File: src/rtl/sensor_hub_if.sv
// Host-side request/response bundle of the sensor hub.
interface sensor_hub_if;
    logic       enable;
    logic [7:0] request_command;
    logic [7:0] request_address;
    logic       response_valid;
    logic [7:0] response_command;
    logic [7:0] response_value;
    logic       busy;

    modport master (
        output enable, request_command, request_address,
        input  response_valid, response_command, response_value, busy
    );

    modport slave (
        input  enable, request_command, request_address,
        output response_valid, response_command, response_value, busy
    );
endinterface

File: src/rtl/sensor_hub.sv
// Multi-channel DHT11 command hub: host requests, continuous sensing,
// checksum validation, read timeout and round-robin service of due channels.
module sensor_hub #(
    parameter int unsigned NUM_SENSORS        = 4,
    parameter int unsigned LOOP_PERIOD_CYCLES = 100000000,
    parameter int unsigned TIMEOUT_CYCLES     = 2500000
) (
    input  logic                       clock,
    input  logic                       reset,
    sensor_hub_if.slave                host,
    input  logic [40*NUM_SENSORS-1:0]  sensor_data,
    input  logic [NUM_SENSORS-1:0]     sensor_error,
    input  logic [NUM_SENSORS-1:0]     sensor_done,
    output logic [NUM_SENSORS-1:0]     sensor_enable
);
    localparam int unsigned CW = (NUM_SENSORS > 1) ? $clog2(NUM_SENSORS) : 1;

    typedef enum logic [1:0] {ST_IDLE, ST_READ, ST_SEND, ST_GAP} state_t;
    typedef enum logic [1:0] {MODE_OFF, MODE_TEMP, MODE_HUM} mode_t;

    state_t               state, state_nxt;
    mode_t                mode [NUM_SENSORS];
    logic [NUM_SENSORS-1:0] due, due_nxt;

    logic                 enable_prev, pending;
    logic [7:0]           req_cmd, req_addr;
    logic [31:0]          period_cnt, tmo_cnt;
    logic                 period_wrap, tmo_hit, gap_cnt;
    logic [CW-1:0]        rr_ptr, cur_ch, req_ch, due_ch, sel_ch;
    logic                 cur_req, cur_temp, sel_req, sel_temp, serve_due, due_found;
    logic [7:0]           cur_cmd, resp_cmd, resp_val;

    logic                 addr_ok;
    mode_t                req_mode;
    logic                 mode_wr, due_wr_val;
    mode_t                mode_wr_val;
    logic                 imm, resp_load;
    logic [7:0]           imm_cmd, imm_val, resp_cmd_nxt, resp_val_nxt;

    logic [39:0]          words [NUM_SENSORS];
    logic [39:0]          cur_word;
    logic [7:0]           chk_sum, read_cmd, read_val;
    logic                 fault, read_exit;

    assign req_ch   = req_addr[CW-1:0];
    assign addr_ok  = 32'(req_addr) < NUM_SENSORS;
    assign req_mode = mode[req_ch];

    assign period_wrap = (period_cnt == LOOP_PERIOD_CYCLES - 1);
    assign tmo_hit     = (state == ST_READ) && (tmo_cnt == TIMEOUT_CYCLES - 1);

    assign host.response_valid   = (state == ST_SEND);
    assign host.response_command = resp_cmd;
    assign host.response_value   = resp_val;
    assign host.busy             = pending | (state != ST_IDLE);

    // Decode the sensor bus into per-channel words.
    always_comb begin
        for (int unsigned k = 0; k < NUM_SENSORS; k++) begin
            words[k] = sensor_data[40*k +: 40];
        end
    end

    // Only the addressed channel is enabled, and only while reading.
    always_comb begin
        sensor_enable = '0;
        if (state == ST_READ) begin
            sensor_enable[cur_ch] = 1'b1;
        end
    end

    // Round-robin search for the next due channel after the last one served.
    always_comb begin
        int unsigned idx;
        idx       = 0;
        due_found = 1'b0;
        due_ch    = rr_ptr;
        for (int unsigned i = 1; i <= NUM_SENSORS; i++) begin
            idx = 32'(rr_ptr) + i;
            if (idx >= NUM_SENSORS) begin
                idx = idx - NUM_SENSORS;
            end
            if (!due_found && due[idx[CW-1:0]]) begin
                due_found = 1'b1;
                due_ch    = idx[CW-1:0];
            end
        end
    end

    // Evaluate the in-flight read: exit condition, fault and response fields.
    always_comb begin
        cur_word  = words[cur_ch];
        chk_sum   = cur_word[39:32] + cur_word[31:24] + cur_word[23:16] + cur_word[15:8];
        read_exit = sensor_done[cur_ch] | sensor_error[cur_ch] | tmo_hit;
        fault     = sensor_error[cur_ch] | tmo_hit | (chk_sum != cur_word[7:0]);
        read_cmd  = 8'h45;
        read_val  = 8'h45;
        if (!cur_req) begin
            if (!fault) begin
                read_cmd = cur_temp ? 8'h0D : 8'h0E;
                read_val = cur_temp ? cur_word[23:16] : cur_word[39:32];
            end
        end else if (cur_cmd == 8'h00) begin
            read_cmd = fault ? 8'h1F : 8'h07;
            read_val = read_cmd;
        end else if (!fault) begin
            read_cmd = (cur_cmd == 8'h01) ? 8'h09 : 8'h08;
            read_val = (cur_cmd == 8'h01) ? cur_word[23:16] : cur_word[39:32];
        end
    end

    // Next-state logic and IDLE dispatch decisions.
    always_comb begin
        state_nxt    = state;
        sel_ch       = cur_ch;
        sel_req      = 1'b0;
        sel_temp     = 1'b0;
        serve_due    = 1'b0;
        mode_wr      = 1'b0;
        mode_wr_val  = MODE_OFF;
        due_wr_val   = 1'b0;
        imm          = 1'b0;
        imm_cmd      = '0;
        imm_val      = '0;
        resp_load    = 1'b0;
        resp_cmd_nxt = resp_cmd;
        resp_val_nxt = resp_val;
        case (state)
            ST_IDLE: begin
                if (pending) begin
                    sel_req = 1'b1;
                    sel_ch  = req_ch;
                    if (!addr_ok) begin
                        imm = 1'b1; imm_cmd = 8'hEF; imm_val = 8'hEF;
                    end else if (req_cmd > 8'h06) begin
                        imm = 1'b1; imm_cmd = 8'h45; imm_val = 8'h45;
                    end else begin
                        case (req_cmd)
                            8'h00, 8'h01, 8'h02: begin
                                if (req_mode != MODE_OFF) begin
                                    imm = 1'b1; imm_cmd = 8'hFF; imm_val = 8'hFF;
                                end else begin
                                    state_nxt = ST_READ;
                                end
                            end
                            8'h03, 8'h04: begin
                                mode_wr     = 1'b1;
                                mode_wr_val = (req_cmd == 8'h03) ? MODE_TEMP : MODE_HUM;
                                due_wr_val  = 1'b1;
                                imm = 1'b1; imm_cmd = 8'h0C; imm_val = req_addr;
                            end
                            default: begin
                                if (req_mode == ((req_cmd == 8'h05) ? MODE_TEMP : MODE_HUM)) begin
                                    mode_wr     = 1'b1;
                                    mode_wr_val = MODE_OFF;
                                    due_wr_val  = 1'b0;
                                    imm = 1'b1; imm_cmd = 8'h0F; imm_val = req_addr;
                                end else begin
                                    imm = 1'b1; imm_cmd = 8'hAA; imm_val = 8'hAA;
                                end
                            end
                        endcase
                    end
                end else if (due_found) begin
                    sel_ch    = due_ch;
                    sel_temp  = (mode[due_ch] == MODE_TEMP);
                    serve_due = 1'b1;
                    state_nxt = ST_READ;
                end
            end
            ST_READ: begin
                if (read_exit) begin
                    state_nxt    = ST_SEND;
                    resp_load    = 1'b1;
                    resp_cmd_nxt = read_cmd;
                    resp_val_nxt = read_val;
                end
            end
            ST_SEND: state_nxt = ST_GAP;
            ST_GAP:  if (gap_cnt) state_nxt = ST_IDLE;
            default: state_nxt = ST_IDLE;
        endcase
        if (imm) begin
            state_nxt    = ST_SEND;
            resp_load    = 1'b1;
            resp_cmd_nxt = imm_cmd;
            resp_val_nxt = imm_val;
        end
    end

    // Due flags: service clears, period wrap sets, mode commands override both.
    always_comb begin
        due_nxt = due;
        if (state == ST_SEND && !cur_req) begin
            due_nxt[cur_ch] = 1'b0;
        end
        for (int unsigned i = 0; i < NUM_SENSORS; i++) begin
            if (period_wrap && mode[i] != MODE_OFF) begin
                due_nxt[i] = 1'b1;
            end
        end
        if (mode_wr) begin
            due_nxt[req_ch] = due_wr_val;
        end
    end

    // FSM state register.
    always_ff @(posedge clock or posedge reset) begin
        if (reset) state <= ST_IDLE;
        else       state <= state_nxt;
    end

    // Datapath: request latch, modes, counters, current job and response.
    always_ff @(posedge clock or posedge reset) begin
        if (reset) begin
            enable_prev <= 1'b0;
            pending     <= 1'b0;
            req_cmd     <= '0;
            req_addr    <= '0;
            for (int unsigned i = 0; i < NUM_SENSORS; i++) mode[i] <= MODE_OFF;
            due         <= '0;
            period_cnt  <= '0;
            tmo_cnt     <= '0;
            gap_cnt     <= 1'b0;
            rr_ptr      <= CW'(NUM_SENSORS - 1);
            cur_ch      <= '0;
            cur_req     <= 1'b0;
            cur_temp    <= 1'b0;
            cur_cmd     <= '0;
            resp_cmd    <= '0;
            resp_val    <= '0;
        end else begin
            enable_prev <= host.enable;
            if (host.enable && !enable_prev && !pending) begin
                pending  <= 1'b1;
                req_cmd  <= host.request_command;
                req_addr <= host.request_address;
            end else if (state == ST_SEND && cur_req) begin
                pending <= 1'b0;
            end
            if (mode_wr) mode[req_ch] <= mode_wr_val;
            due        <= due_nxt;
            period_cnt <= period_wrap ? '0 : period_cnt + 32'd1;
            tmo_cnt    <= (state == ST_READ) ? tmo_cnt + 32'd1 : '0;
            gap_cnt    <= (state == ST_GAP) ? ~gap_cnt : 1'b0;
            if (serve_due) rr_ptr <= due_ch;
            if (state == ST_IDLE && state_nxt != ST_IDLE) begin
                cur_ch   <= sel_ch;
                cur_req  <= sel_req;
                cur_temp <= sel_temp;
                cur_cmd  <= req_cmd;
            end
            if (resp_load) begin
                resp_cmd <= resp_cmd_nxt;
                resp_val <= resp_val_nxt;
            end
        end
    end
endmodule

File: src/flat_wrapper.sv
// flat-port wrapper written by rule: the top's interface ports become plain ports
module sensor_hub_flat 
#(
    parameter int unsigned NUM_SENSORS        = 4,
    parameter int unsigned LOOP_PERIOD_CYCLES = 100000000,
    parameter int unsigned TIMEOUT_CYCLES     = 2500000
)
  (clock, reset, sensor_data, sensor_error, sensor_done, sensor_enable, host_enable, host_request_command, host_request_address, host_response_valid, host_response_command, host_response_value, host_busy);
  sensor_hub_if host_i ();
  input  logic clock;
  input  logic reset;
  input  logic [40*NUM_SENSORS-1:0] sensor_data;
  input  logic [NUM_SENSORS-1:0] sensor_error;
  input  logic [NUM_SENSORS-1:0] sensor_done;
  output logic [NUM_SENSORS-1:0] sensor_enable;
  input wire logic [$bits(host_i.enable)-1:0] host_enable;
  input wire logic [$bits(host_i.request_command)-1:0] host_request_command;
  input wire logic [$bits(host_i.request_address)-1:0] host_request_address;
  output wire logic [$bits(host_i.response_valid)-1:0] host_response_valid;
  output wire logic [$bits(host_i.response_command)-1:0] host_response_command;
  output wire logic [$bits(host_i.response_value)-1:0] host_response_value;
  output wire logic [$bits(host_i.busy)-1:0] host_busy;
  assign host_i.enable = host_enable;
  assign host_i.request_command = host_request_command;
  assign host_i.request_address = host_request_address;
  assign host_response_valid = host_i.response_valid;
  assign host_response_command = host_i.response_command;
  assign host_response_value = host_i.response_value;
  assign host_busy = host_i.busy;
  sensor_hub #(.NUM_SENSORS(NUM_SENSORS), .LOOP_PERIOD_CYCLES(LOOP_PERIOD_CYCLES), .TIMEOUT_CYCLES(TIMEOUT_CYCLES)) u_core (.clock(clock), .reset(reset), .host(host_i), .sensor_data(sensor_data), .sensor_error(sensor_error), .sensor_done(sensor_done), .sensor_enable(sensor_enable));
endmodule
File: config.mk
export PLATFORM = sky130hd
export DESIGN_NAME = sensor_hub_flat
export DESIGN_NICKNAME = d
export VERILOG_FILES = /design/src/rtl/sensor_hub_if.sv /design/src/rtl/sensor_hub.sv /design/src/flat_wrapper.sv
export SDC_FILE = /design/constraint.sdc
export NUM_CORES = 1
export LEC_CHECK = 0
export BUFFER_PORTS_ARGS = -buffer_cell sky130_fd_sc_hd__buf_2
export CORE_MARGIN = 3
export CORE_UTILIZATION = 35
export DETAILED_ROUTE_END_ITERATION = 10
export HOLD_SLACK_MARGIN = 0.06
export PLACE_DENSITY = 0.6
export SYNTH_ARGS = -nofsm -noshare
export SYNTH_HDL_FRONTEND = slang
export SYNTH_SLANG_ARGS = --single-unit
export TNS_END_PERCENT = 30
File: constraint.sdc
create_clock -name clock -period 6 [get_ports clock]
set_clock_uncertainty 0.15 [all_clocks]
set_input_delay 1.2 -clock clock [delete_from_list [all_inputs] [get_ports clock]]
set_output_delay 1.2 -clock clock [all_outputs]
set_load 0.01 [all_outputs]
=== Word level (Yosys, flattened, before mapping) ===
Cells that the tools add are included.

* Register bits after elaboration: 127
* Input bits: 187
* Output and inout port bits: 22
* Word-level logic and storage cells: 248

* Equality and inequality tests: 14
* $lt $le $gt $ge: 18
* Bitwise logic cells: 11
* Mux-type cells: 132
* $add $sub $neg: 13
* Reduce and logical (&&, ||, !) cells: 40

{| class="wikitable"
|+ Operators with widths
! kind !! number
|-
| $mux W8 || 27
|-
| $bmux W40 S2 || 1
|-
| $mux W40 || 2
|-
| $add A32 B1 Y32 const B || 2
|-
| $mux W2 || 32
|-
| $mux W32 || 2
|-
| $mux W1 || 47
|-
| $eq A32 B22 Y1 const B || 1
|-
| $eq A32 B27 Y1 const B || 1
|-
| $pmux W8 S2 || 2
|-
| $add A8 B8 Y8 || 3
|-
| $reduce_bool A2 Y1 || 11
|-
| $ge A3 B3 Y1 const B || 6
|-
| $lt A2 B3 Y1 const B || 6
|-
| $eq A8 B1 Y1 const B || 2
|-
| $eq A8 B2 Y1 const B || 2
|-
| $eq A8 B3 Y1 const B || 2
|-
| $logic_and A1 B1 Y1 || 16
|-
| $logic_not A8 Y1 || 2
|-
| $bmux W1 S2 || 6
|-
| $mux W4 || 3
|-
| $not A2 Y3 || 3
|-
| $bmux W2 S2 || 2
|-
| $bwmux W8 || 1
|-
| other kinds (28) || 46
|}

=== Logic depth before layout (Yosys ltp) ===
Gate-level depths: netlist of the first run.

* Word-level depth: 23
* Gate-level depth with buffers: 23
* Mapped depth without buffers: 18

=== Worst setup path before layout of the first run ===
OpenSTA, ideal clock, no wires.

* Path type: reg2reg
* Start point: register u_core.cur_ch[0]
* End point: register u_core.resp_cmd[6] (netlist: u_core.host.response_command[6])
* Slack: 0.271 ns
* Period minus slack after synthesis: 5.729 ns
* Data required time: 5.709 ns
* Setup time: 0.141 ns
* Buffers on the path: 5
* Arrival: 5.438 ns
* Stages on the path, launching flop included: 23
* Path through: dfrtp_1 > buf_6 > buf_6 > buf_2 > buf_2 > buf_2 > mux4_2 > inv_1 > fa_1 > inv_1 > fa_1 > ha_1 > fa_1 > and3_1 > or3_1 > and2_4 > a2111oi_4 > and3_1 > inv_1 > ha_1 > nand2b_1 > o221ai_1 > a31oi_1

* Longest elaborated chain between the ends: 15
* Elaborated cells on any way between the ends: 28
* Classes of those cells: add/sub (3); eq/ne (1); mux (17); bitwise (5); reduce/logical (2)

{| class="wikitable"
|+ RTL lines
! element !! line !! RTL
|-
| start: declaration || sensor_hub.sv:29 || <nowiki>logic [CW-1:0] rr_ptr, cur_ch, req_ch, due_ch, sel_ch;</nowiki>
|-
| start signal: assignment || sensor_hub.sv:248 || <nowiki>cur_ch <= sel_ch;</nowiki>
|-
| $not A2 Y3 (not written as such) || sensor_hub.sv:92 || <nowiki>cur_word = words[cur_ch];</nowiki>
|-
| $bmux W40 S2 || sensor_hub.sv:92 ||
|-
| $mux W40 (not written as such) (2 in series) || sensor_hub.sv:92 ||
|-
| $add A8 B8 Y8 (3 in series) || sensor_hub.sv:93 || <nowiki>chk_sum = cur_word[39:32] + cur_word[31:24] + cur_word[23:16] + cur_word[15:8];</nowiki>
|-
| $ne A8 B8 Y1 || sensor_hub.sv:95 || <nowiki>fault = sensor_error[cur_ch] | tmo_hit | (chk_sum != cur_word[7:0]);</nowiki>
|-
| $or A1 B1 Y1 || sensor_hub.sv:95 ||
|-
| $mux W8 || sensor_hub.sv:106 || <nowiki>end else if (!fault) begin</nowiki>
|-
| $mux W8 || sensor_hub.sv:103 || <nowiki>end else if (cur_cmd == 8'h00) begin</nowiki>
|-
| $mux W8 || sensor_hub.sv:98 || <nowiki>if (!cur_req) begin</nowiki>
|-
| $mux W8 || sensor_hub.sv:172 || <nowiki>if (read_exit) begin</nowiki>
|-
| $mux W8 || sensor_hub.sv:128 || <nowiki>case (state)</nowiki>
|-
| $mux W8 || sensor_hub.sv:183 || <nowiki>if (imm) begin</nowiki>
|-
| end signal: assignment || sensor_hub.sv:254 || <nowiki>resp_cmd <= resp_cmd_nxt;</nowiki>
|-
| end: declaration || sensor_hub.sv:31 || <nowiki>logic [7:0] cur_cmd, resp_cmd, resp_val;</nowiki>
|}

Parallel ways exist; a longest one is shown, timed or not. The select of a mux whose other input is x is not followed.
A chain may end at the register's enable or synchronous reset.

=== Worst setup path after layout of the first run ===
Ends and elaborated chain as after synthesis.

==> results of run 1 <==
state kept, by name (all words and copies together), names as in the netlist:
signal                        count
u_core.cur_req                    1
u_core.tmo_cnt                   32
u_core.enable_prev                1
u_core.cur_cmd                    8
u_core.host.response_command      7
u_core.cur_ch                     2
u_core.mode                       8
u_core.state                      2
u_core.gap_cnt                    1
u_core.due                        4
u_core.period_cnt                32
u_core.req_addr                   8
u_core.host.response_value        8
u_core.pending                    1
u_core.rr_ptr                     2
u_core.req_cmd                    8
u_core.cur_temp                   1
cell usage after synthesis (4+ instances only):
cell type	number
nor2_1	78
xor2_1	37
clkbuf_1	19
dfrtp_1	124
mux2_2	28
and2_1	5
nand3_1	39
nand4_1	16
mux4_2	46
nor3_1	21
mux2i_1	11
o221ai_1	4
a221oi_1	7
inv_1	54
fa_1	14
and3_1	15
or3_1	6
ha_1	12
nand2_1	67
a21oi_1	28
a21o_1	6
nor4_1	15
a31oi_1	7
xnor2_1	29
nand2b_1	9
buf_2	5
nor2b_1	14
o21ai_1	5
o21ai_0	35
power breakdown:
group          switching (uW)  total (uW)  internal (uW)  leakage, uW
Clock                     381        1140            761     0.000320
Sequential                244        1250           1010      0.00164
Combinational            1750        3160           1410      0.00271
Total                    2370        5550           3180      0.00466
cell families (layout without fill, tap and decap cells):
logic type      count (synthesis)  after routing  share of synthesized area [%]
compound gates                121            121                           9.52
xor+xnor                       69             69                           7.54
fa+ha+maj                      26             26                           5.18
buf+inv                        85            304                           4.23
flops                         126            126                           37.9
mux                            85             85                           17.6
other cells                     0              2                              0
simple gates                  304            304                           18.0
cell type report:
cell class / count / area (um^2) / share of cell area, %
Inverter: 54 / 205 / 1.98
Clock buffer: 19 / 453 / 4.37
Timing Repair Buffer: 218 / 1120 / 10.8
Clock inverter: 13 / 210 / 2.03
Antenna cell: 2 / 5.00 / 0.0483
Multi-Input combinational cell: 605 / 4830 / 46.6
Tap cell: 313 / 392 / 3.78
Sequential cell: 126 / 3160 / 30.5
worst paths after layout:
kind	start	to	slack, ns
max	u_core.cur_ch[0]	u_core.host.response_command[6]	0.68
min	u_core.gap_cnt	u_core.gap_cnt	0.29
max reg2reg	u_core.cur_ch[0]	u_core.host.response_command[6]	0.68
min reg2reg	u_core.gap_cnt	u_core.gap_cnt	0.29
max in group asynchronous	reset	u_core.period_cnt[7]	3.94
min in group asynchronous	reset	u_core.tmo_cnt[11]	0.73
metal layers:
layer / track usage, % / wire length [um]
met1: 24.0 / 10300
met2: 31.6 / 11900
met3: 4.67 / 1790
met4: 8.76 / 984
met5: 0 / 0
stage by stage:
stage / std cells / util [%] / area (um^2)
after floorplan: 816 / - / 8320
after global placement: 1316 / 42.2 / 9700
after detailed placement: 1316 / 42.2 / 9700
after CTS: 1348 / 45.1 / 10400
after global routing: 1350 / 45.1 / 10400
final: 1350 / 45.1 / 10400
critical path, stage by stage (launching register included):
cell and delay [ns]:
dfrtp_4 0.76, buf_4 0.36, mux4_2 0.60, inv_1 0.12, fa_1 0.46, fa_1 0.55, inv_1 0.05, ha_1 0.35
a21o_1 0.21, and2_1 0.15, a2111oi_0 0.41, and2_1 0.19, and3_1 0.17, inv_1 0.07, ha_1 0.19, nand2b_1 0.13
o221ai_1 0.19, a31oi_1 0.06
layout by cell type (no fill, tap or decap), drive strengths merged, types with 4 or more instances in the layout:
| master | n |
|---|---|
| a211oi | 4 |
| a21o | 6 |
| a21oi | 28 |
| a221oi | 7 |
| a31oi | 7 |
| and2 | 8 |
| and3 | 15 |
| buf | 218 |
| bufinv | 5 |
| clkbuf | 19 |
| clkinv | 4 |
| dfrtp | 124 |
| fa | 14 |
| ha | 12 |
| inv | 56 |
| mux2 | 28 |
| mux2i | 11 |
| mux4 | 46 |
| nand2 | 67 |
| nand2b | 9 |
| nand3 | 39 |
| nand4 | 16 |
| nor2 | 79 |
| nor2b | 14 |
| nor3 | 21 |
| nor4 | 15 |
| o21ai | 40 |
| o221ai | 4 |
| or3 | 6 |
| xnor2 | 32 |
| xor2 | 37 |
==> flow_summary.ini, run 1 <==
[cts]
cts_num_sinks = 126
cts_resized = 0
cts_root_buf = clkbuf_16
cts_hold_buf = 0
clkTransAtPathRegs_ns = 0.06
clock_latency_ns = 0.41
cts_inserted_buffers = 17
cts_tree = done
cts_buffer_depth = 2
post-cts-setup-buffers = 0
htree_levels = 4

[setup_path]
cp-end-kind = flip-flop
startpoint_type = flip-flop
worst-path-max-fanout = 29
cp.arrival_ns = 5.45
crit_required_ns = 6.13
reg2regPathDepth = 17
path_class = flip-flop to flip-flop

[timing]
fin_ws_ns = 0.678
tns_ns = 0
fmax_mhz = 188
hold_slack_ns = 0.288
max_slew_margin_pct = 47.6
report.final.setup_viol = 0
final_hold_viol_count = 0
period_minus_slack_ns = 5.32
drv_slew = 0
worst_pin_slew_ns = 0.778
period_share_pct = 88.7
rsz0062_at_grt = no

[die]
die-area_um2 = 25600
initial_core_util_pct = 36.2
rows = 55
die_h_um = 160
io_pins = 209
dieWidth_um = 160
coreArea_um2 = 23000

[placement]
dp_worst_setup_slack_ns = 0.282
hpwl_um = 19800
io_buffers = 208
gp_congestion = 0.871

[global_route]
antenna_found_initial = 2
grtUsageTotal_pct = 19.2
grt_pass1_vias = 7167
grt_pass1_wl_um = 39100
grt_max_degree = 54
grt-ovfl-total = 0

[cells_and_area]
drive_above_1_share_pct = 32.9
syn_to_final_growth_pct = 24.7
nFillCells = 2269
fin_nets = 1235

[logic_synthesis]
postSynthAreaPerCell_um2 = 10.2
synth_top_area_share_pct = 37.3
syn_area_um2 = 8320
synth_area_leaders = dfrtp_1 37%, mux4_2 12%, xor2_1 3.9%
synthFlopType = dfrtp_1
syn_nets = 1029
yosys.area.top_type = dfrtp_1
synth_edf_count = 0
yosysWarnings = 0
synth_cell_types = 65
ys_seq_area_share_pct = 37.9
async_flop_share_pct = 100
ys_seq_elements = 126
netlist_instances = 816

[power_and_ir_drop]
p_leak_uw = 0.00466
ir_worst_vdd_mv = 0.371
p_total_uw = 5550
p_per_area_nw_per_um2 = 536

[routing]
drtAntennaViolNets = 0
detail_route.first_pass.iterations = 6
vias = 7228
wl_per_cell_um = 18.4
drc = 0
wl_um = 24900
drt_iter0_drc = 560
via_per_inst = 5.35

[run]
cap_viol_max_count = 0

[outcome]
status = finished, final reports clean

[worst_hold_path]
min_path_type = flip-flop to flip-flop
holdPathStages = 1
(Power assumes the default switching activity.)
==> run 2, diff against run 1 <==
- CELL_PAD_IN_SITES_DETAIL_PLACEMENT: not set -> 0
- CELL_PAD_IN_SITES_GLOBAL_PLACEMENT: not set -> 1
- PLACE_DENSITY: 0.6 -> 0.74
==> flow_summary.ini, run 2 (same netlist as run 1, synthesis figures left out) <==
[outcome]
status = finished, final reports clean

[routing]
drt_iter0_drc = 468
drtAntennaViolNets = 0
detail_route.first_pass.iterations = 4
wl_per_cell_um = 18.3
drc = 0
via_per_inst = 5.18
wl_um = 24700
vias = 6987

[cts]
cts_buffer_depth = 2
post-cts-setup-buffers = 0
cts_hold_buf = 0
clock_latency_ns = 0.42
htree_levels = 4
cts_num_sinks = 126
cts_root_buf = clkbuf_16
cts_tree = done
cts_inserted_buffers = 17
clkTransAtPathRegs_ns = 0.05
cts_resized = 0

[timing]
worst_pin_slew_ns = 0.753
drv_slew = 0
tns_ns = 0
period_minus_slack_ns = 5.44
fmax_mhz = 184
report.final.setup_viol = 0
rsz0062_at_grt = no
period_share_pct = 90.7
final_hold_viol_count = 0
max_slew_margin_pct = 49.5

[cells_and_area]
mostFrequentLayoutCells = 208 x buf_2, 122 x dfrtp_1, 78 x nor2_1, 67 x nand2_1, 53 x inv_1
nFillCells = 2255
fin_nets = 1235
syn_to_final_growth_pct = 24.4
final_cells = 1349
drive_above_1_share_pct = 32.9
layout_commonest_cell = buf_2
top_regs = u_core.period_cnt (32), u_core.tmo_cnt (32)

[setup_path]
cp-end-kind = flip-flop
worstPathCellList = buf_4 -> mux4_2 -> fa_1 -> inv_1 -> fa_1 -> inv_1 -> ha_1 -> xnor2_1 -> a21o_1 -> a2111oi_0 -> and2_1 -> and3_1 -> inv_1 -> ha_1 -> nand2b_1 -> o221ai_1 -> a31oi_1
crit_top_cell = inv_1
cp_slowest_cell = dfrtp_4
cp.arrival_ns = 5.56
path_class = flip-flop to flip-flop
startpoint_type = flip-flop
path_buf_inv = 4
crit_family = adder cells
worst-path-max-fanout = 27
critPathMaxStageDelay_ns = 0.75
crit_required_ns = 6.12

[die]
die-area_um2 = 25600
rows = 55
die_h_um = 160
initial_core_util_pct = 36.2
io_pins = 209
dieWidth_um = 160
coreArea_um2 = 23000

[power_and_ir_drop]
p_clk_share_pct = 19.9
ir_worst_vdd_mv = 0.376
p_int_uw = 3140
p_leak_uw = 0.00464
sequentialPowerShare_pct = 22.5
p_comb_share_pct = 57.6
power_switching_uw = 2430
p_sw_share_pct = 43.6
p_per_area_nw_per_um2 = 539

[global_route]
top_usage_layer = met2
grt_util_met2_pct = 32.1
grt_pass1_wl_um = 39300
grtUsageTotal_pct = 19.5
antenna_found_initial = 1
grt_max_degree = 53
use_met1_pct = 24.5
grtUsageMet3_pct = 5.65
grt_pass1_vias = 7237
grt-ovfl-total = 0

[run]
cap_viol_max_count = 0

[placement]
gp_congestion = 0.852
hpwl_um = 19500
dp_cells = 1316
io_buffers = 208

[worst_hold_path]
min_path_type = flip-flop to flip-flop
==> run 2: changes by cell type in the layout (fill, tap and decap cells not counted), sizes merged <==
cell / before / now
diode: 2 / 1
bufinv: 5 / 4
clkinvlp: 2 / 5
inv: 56 / 54
==> run 2: cell type report <==
| type | count | area, um^2 | area share (%) |
|---|---|---|---|
| multi-input combinational | 605 | 4830 | 46.7 |
| sequential | 126 | 3160 | 30.5 |
| timing repair buffer | 218 | 1120 | 10.8 |
| clock buffer | 19 | 453 | 4.38 |
| tap | 313 | 392 | 3.79 |
| inverter | 54 | 205 | 1.98 |
| clock inverter | 13 | 189 | 1.83 |
| antenna | 1 | 2.50 | 0.0242 |
==> run 2: path summary, 6_finish.rpt <==
check                                      start                         endpoint  slack, ns  depth (start not counted)
worst min-delay path              u_core.gap_cnt                   u_core.gap_cnt       0.28                          1
worst min register to register    u_core.gap_cnt                   u_core.gap_cnt       0.28                          1
min in group asynchronous                  reset               u_core.tmo_cnt[16]       0.66                          2
worst max-delay path            u_core.cur_ch[0]  u_core.host.response_command[6]       0.56                         17
max in group asynchronous                  reset  u_core.host.response_command[2]       3.96                          3
worst max register to register  u_core.cur_ch[0]  u_core.host.response_command[6]       0.56                         17
==> run 2: through the flow <==
stage	hold slack [ns]	util [%]	area, um^2	setup slack [ns]	power, uW
final	0.282	45.0	10300	0.559	5570
after CTS	0.282	45.0	10300	0.534	5610
after floorplan	0.258	-	8320	0.271	3650
after global routing	0.309	45.0	10300	0.134	6010
after global placement	0.272	42.2	9700	0.323	4460
after detailed placement	0.274	42.2	9700	0.246	4470
==> run 2: routing by layer <==
metal / share of wire (%) / up-vias
met4: 2.5 / 0
met2: 48 / 229
met3: 6.9 / 30
met5: 0 / -
li1: - / 3357
met1: 43 / 3371
==> run 2: power by group through the flow <==
stage                     clock (uW)  sequential (uW)  combinational, uW
after floorplan                    0             1120               2530
after global placement             0             1270               3190
after detailed placement           0             1270               3190
after CTS                       1130             1260               3220
after global routing            1170             1290               3550
final                           1110             1250               3210
==> run 3, diff against run 2 <==
==> constraint.sdc (replaced) <==
create_clock -name clock -period 6 [get_ports clock]
set_clock_uncertainty 0.15 [all_clocks]
set_input_delay 0.6 -clock clock [delete_from_list [all_inputs] [get_ports clock]]
set_output_delay 0.6 -clock clock [all_outputs]
set_load 0.01 [all_outputs]
==> flow_summary.ini, run 3 (same netlist as run 1, synthesis figures left out) <==
[die]
die_h_um = 160
rows = 55
die-area_um2 = 25600
coreArea_um2 = 23000
initial_core_util_pct = 36.2
dieWidth_um = 160
io_pins = 209

[cells_and_area]
syn_to_final_growth_pct = 23.9
nFillCells = 2248
utilization_pct = 44.8
fin_nets = 1234
layout_commonest_cell = buf_2
mostFrequentLayoutCells = 208 x buf_2, 122 x dfrtp_1, 78 x nor2_1, 67 x nand2_1, 53 x inv_1
n_antenna_cell = 0
drive_above_1_share_pct = 32.5
top_regs = u_core.period_cnt (32), u_core.tmo_cnt (32)

[power_and_ir_drop]
p_per_area_nw_per_um2 = 532
ir_worst_vdd_mv = 0.496
p_leak_uw = 0.00463

[global_route]
grt_max_degree = 71
grtUsageTotal_pct = 19.2
antenna_found_initial = 1
grt-ovfl-total = 0
grt_pass1_vias = 7233
grt_pass1_wl_um = 39100

[setup_path]
critPathMaxStageDelay_ns = 0.70
cp-end-kind = flip-flop
crit_family = adder cells
crit_required_ns = 6.13
worstPathCellList = buf_4 -> mux4_2 -> inv_1 -> fa_1 -> inv_1 -> fa_1 -> ha_1 -> fa_1 -> and3_1 -> or3_1 -> and2_4 -> a2111oi_4 -> and3_1 -> inv_1 -> ha_1 -> nand2b_1 -> o221ai_1 -> a31oi_1
worst-path-max-fanout = 24
cp_slowest_cell = dfrtp_4
path_class = flip-flop to flip-flop
startpoint_type = flip-flop
cp.arrival_ns = 5.41
path_buf_inv = 4

[timing]
fmax_mhz = 189
rsz0062_at_grt = no
tns_ns = 0
hold_slack_ns = 0.165
worst_pin_slew_ns = 0.902
drv_slew = 0
max_slew_margin_pct = 39.9
report.final.setup_viol = 0
period_share_pct = 88.0
final_hold_viol_count = 0
period_minus_slack_ns = 5.28

[outcome]
status = finished, final reports clean

[placement]
io_buffers = 208
hpwl_um = 19400
gp_congestion = 0.865

[cts]
post-cts-setup-buffers = 0
cts_num_sinks = 126
clkTransAtPathRegs_ns = 0.06
cts_root_buf = clkbuf_16
cts_tree = done
clock_latency_ns = 0.42
cts_inserted_buffers = 17
htree_levels = 4
cts_hold_buf = 0
cts_buffer_depth = 2
cts_resized = 0

[routing]
top_layer = met4
drtAntennaViolNets = 0
detail_route.first_pass.iterations = 5
drc = 0
vias = 7035
wl_per_cell_um = 18.2
met3_length_um = 1480
m1WireLength_um = 10600
wl_um = 24500
wl_met2_um = 11700
drt_iter0_drc = 510
via_per_inst = 5.22

[run]
cap_viol_max_count = 0

[worst_hold_path]
min_path_type = primary input to flip-flop
==> run 3: area by class of cell <==
cell class / count / area, um^2 / share of cell area [%]
inverter: 54 / 205 / 1.99
clock buffer: 21 / 450 / 4.37
multi-input combinational: 605 / 4830 / 46.9
timing repair buffer: 217 / 1110 / 10.8
clock inverter: 11 / 158 / 1.53
sequential: 126 / 3160 / 30.7
tap: 313 / 392 / 3.80
==> run 3: path summary, 6_finish.rpt <==
kind | to | slack, ns | start | cells past startpoint
max | u_core.host.response_command[6] | 0.72 | u_core.cur_ch[0] | 18
min | u_core.enable_prev | 0.17 | host_enable | 1
max reg2reg | u_core.host.response_command[6] | 0.72 | u_core.cur_ch[0] | 18
min reg2reg | u_core.gap_cnt | 0.28 | u_core.gap_cnt | 1
max in group asynchronous | u_core.host.response_value[7] | 4.18 | reset | 3
min in group asynchronous | u_core.period_cnt[27] | 0.25 | reset | 2
==> run 3: layer usage <==
| metal | up-vias | GRT usage [%] |
|---|---|---|
| li1 | 3353 | - |
| met1 | 3409 | 24.7 |
| met2 | 236 | 31.3 |
| met3 | 37 | 5.06 |
| met4 | 0 | 7.06 |
| met5 | - | 0 |
==> run 3: through the flow <==
stage                     total power [uW]  worst slack (ns)  cell area, um^2  std cells
final                                 5480             0.720            10300       1347
after CTS                             5530             0.658            10300       1347
after floorplan                       3650             0.271             8320        816
after detailed placement              4430             0.689             9690       1315
after global routing                  5960             0.251            10300       1347
after global placement                4400             0.733             9690       1315
==> run 3: power by group <==
| part | total (uW) | internal (uW) | switching [uW] |
|---|---|---|---|
| combinational | 3180 | 1410 | 1780 |
| sequential | 1240 | 1010 | 233 |
| clock | 1060 | 670 | 392 |
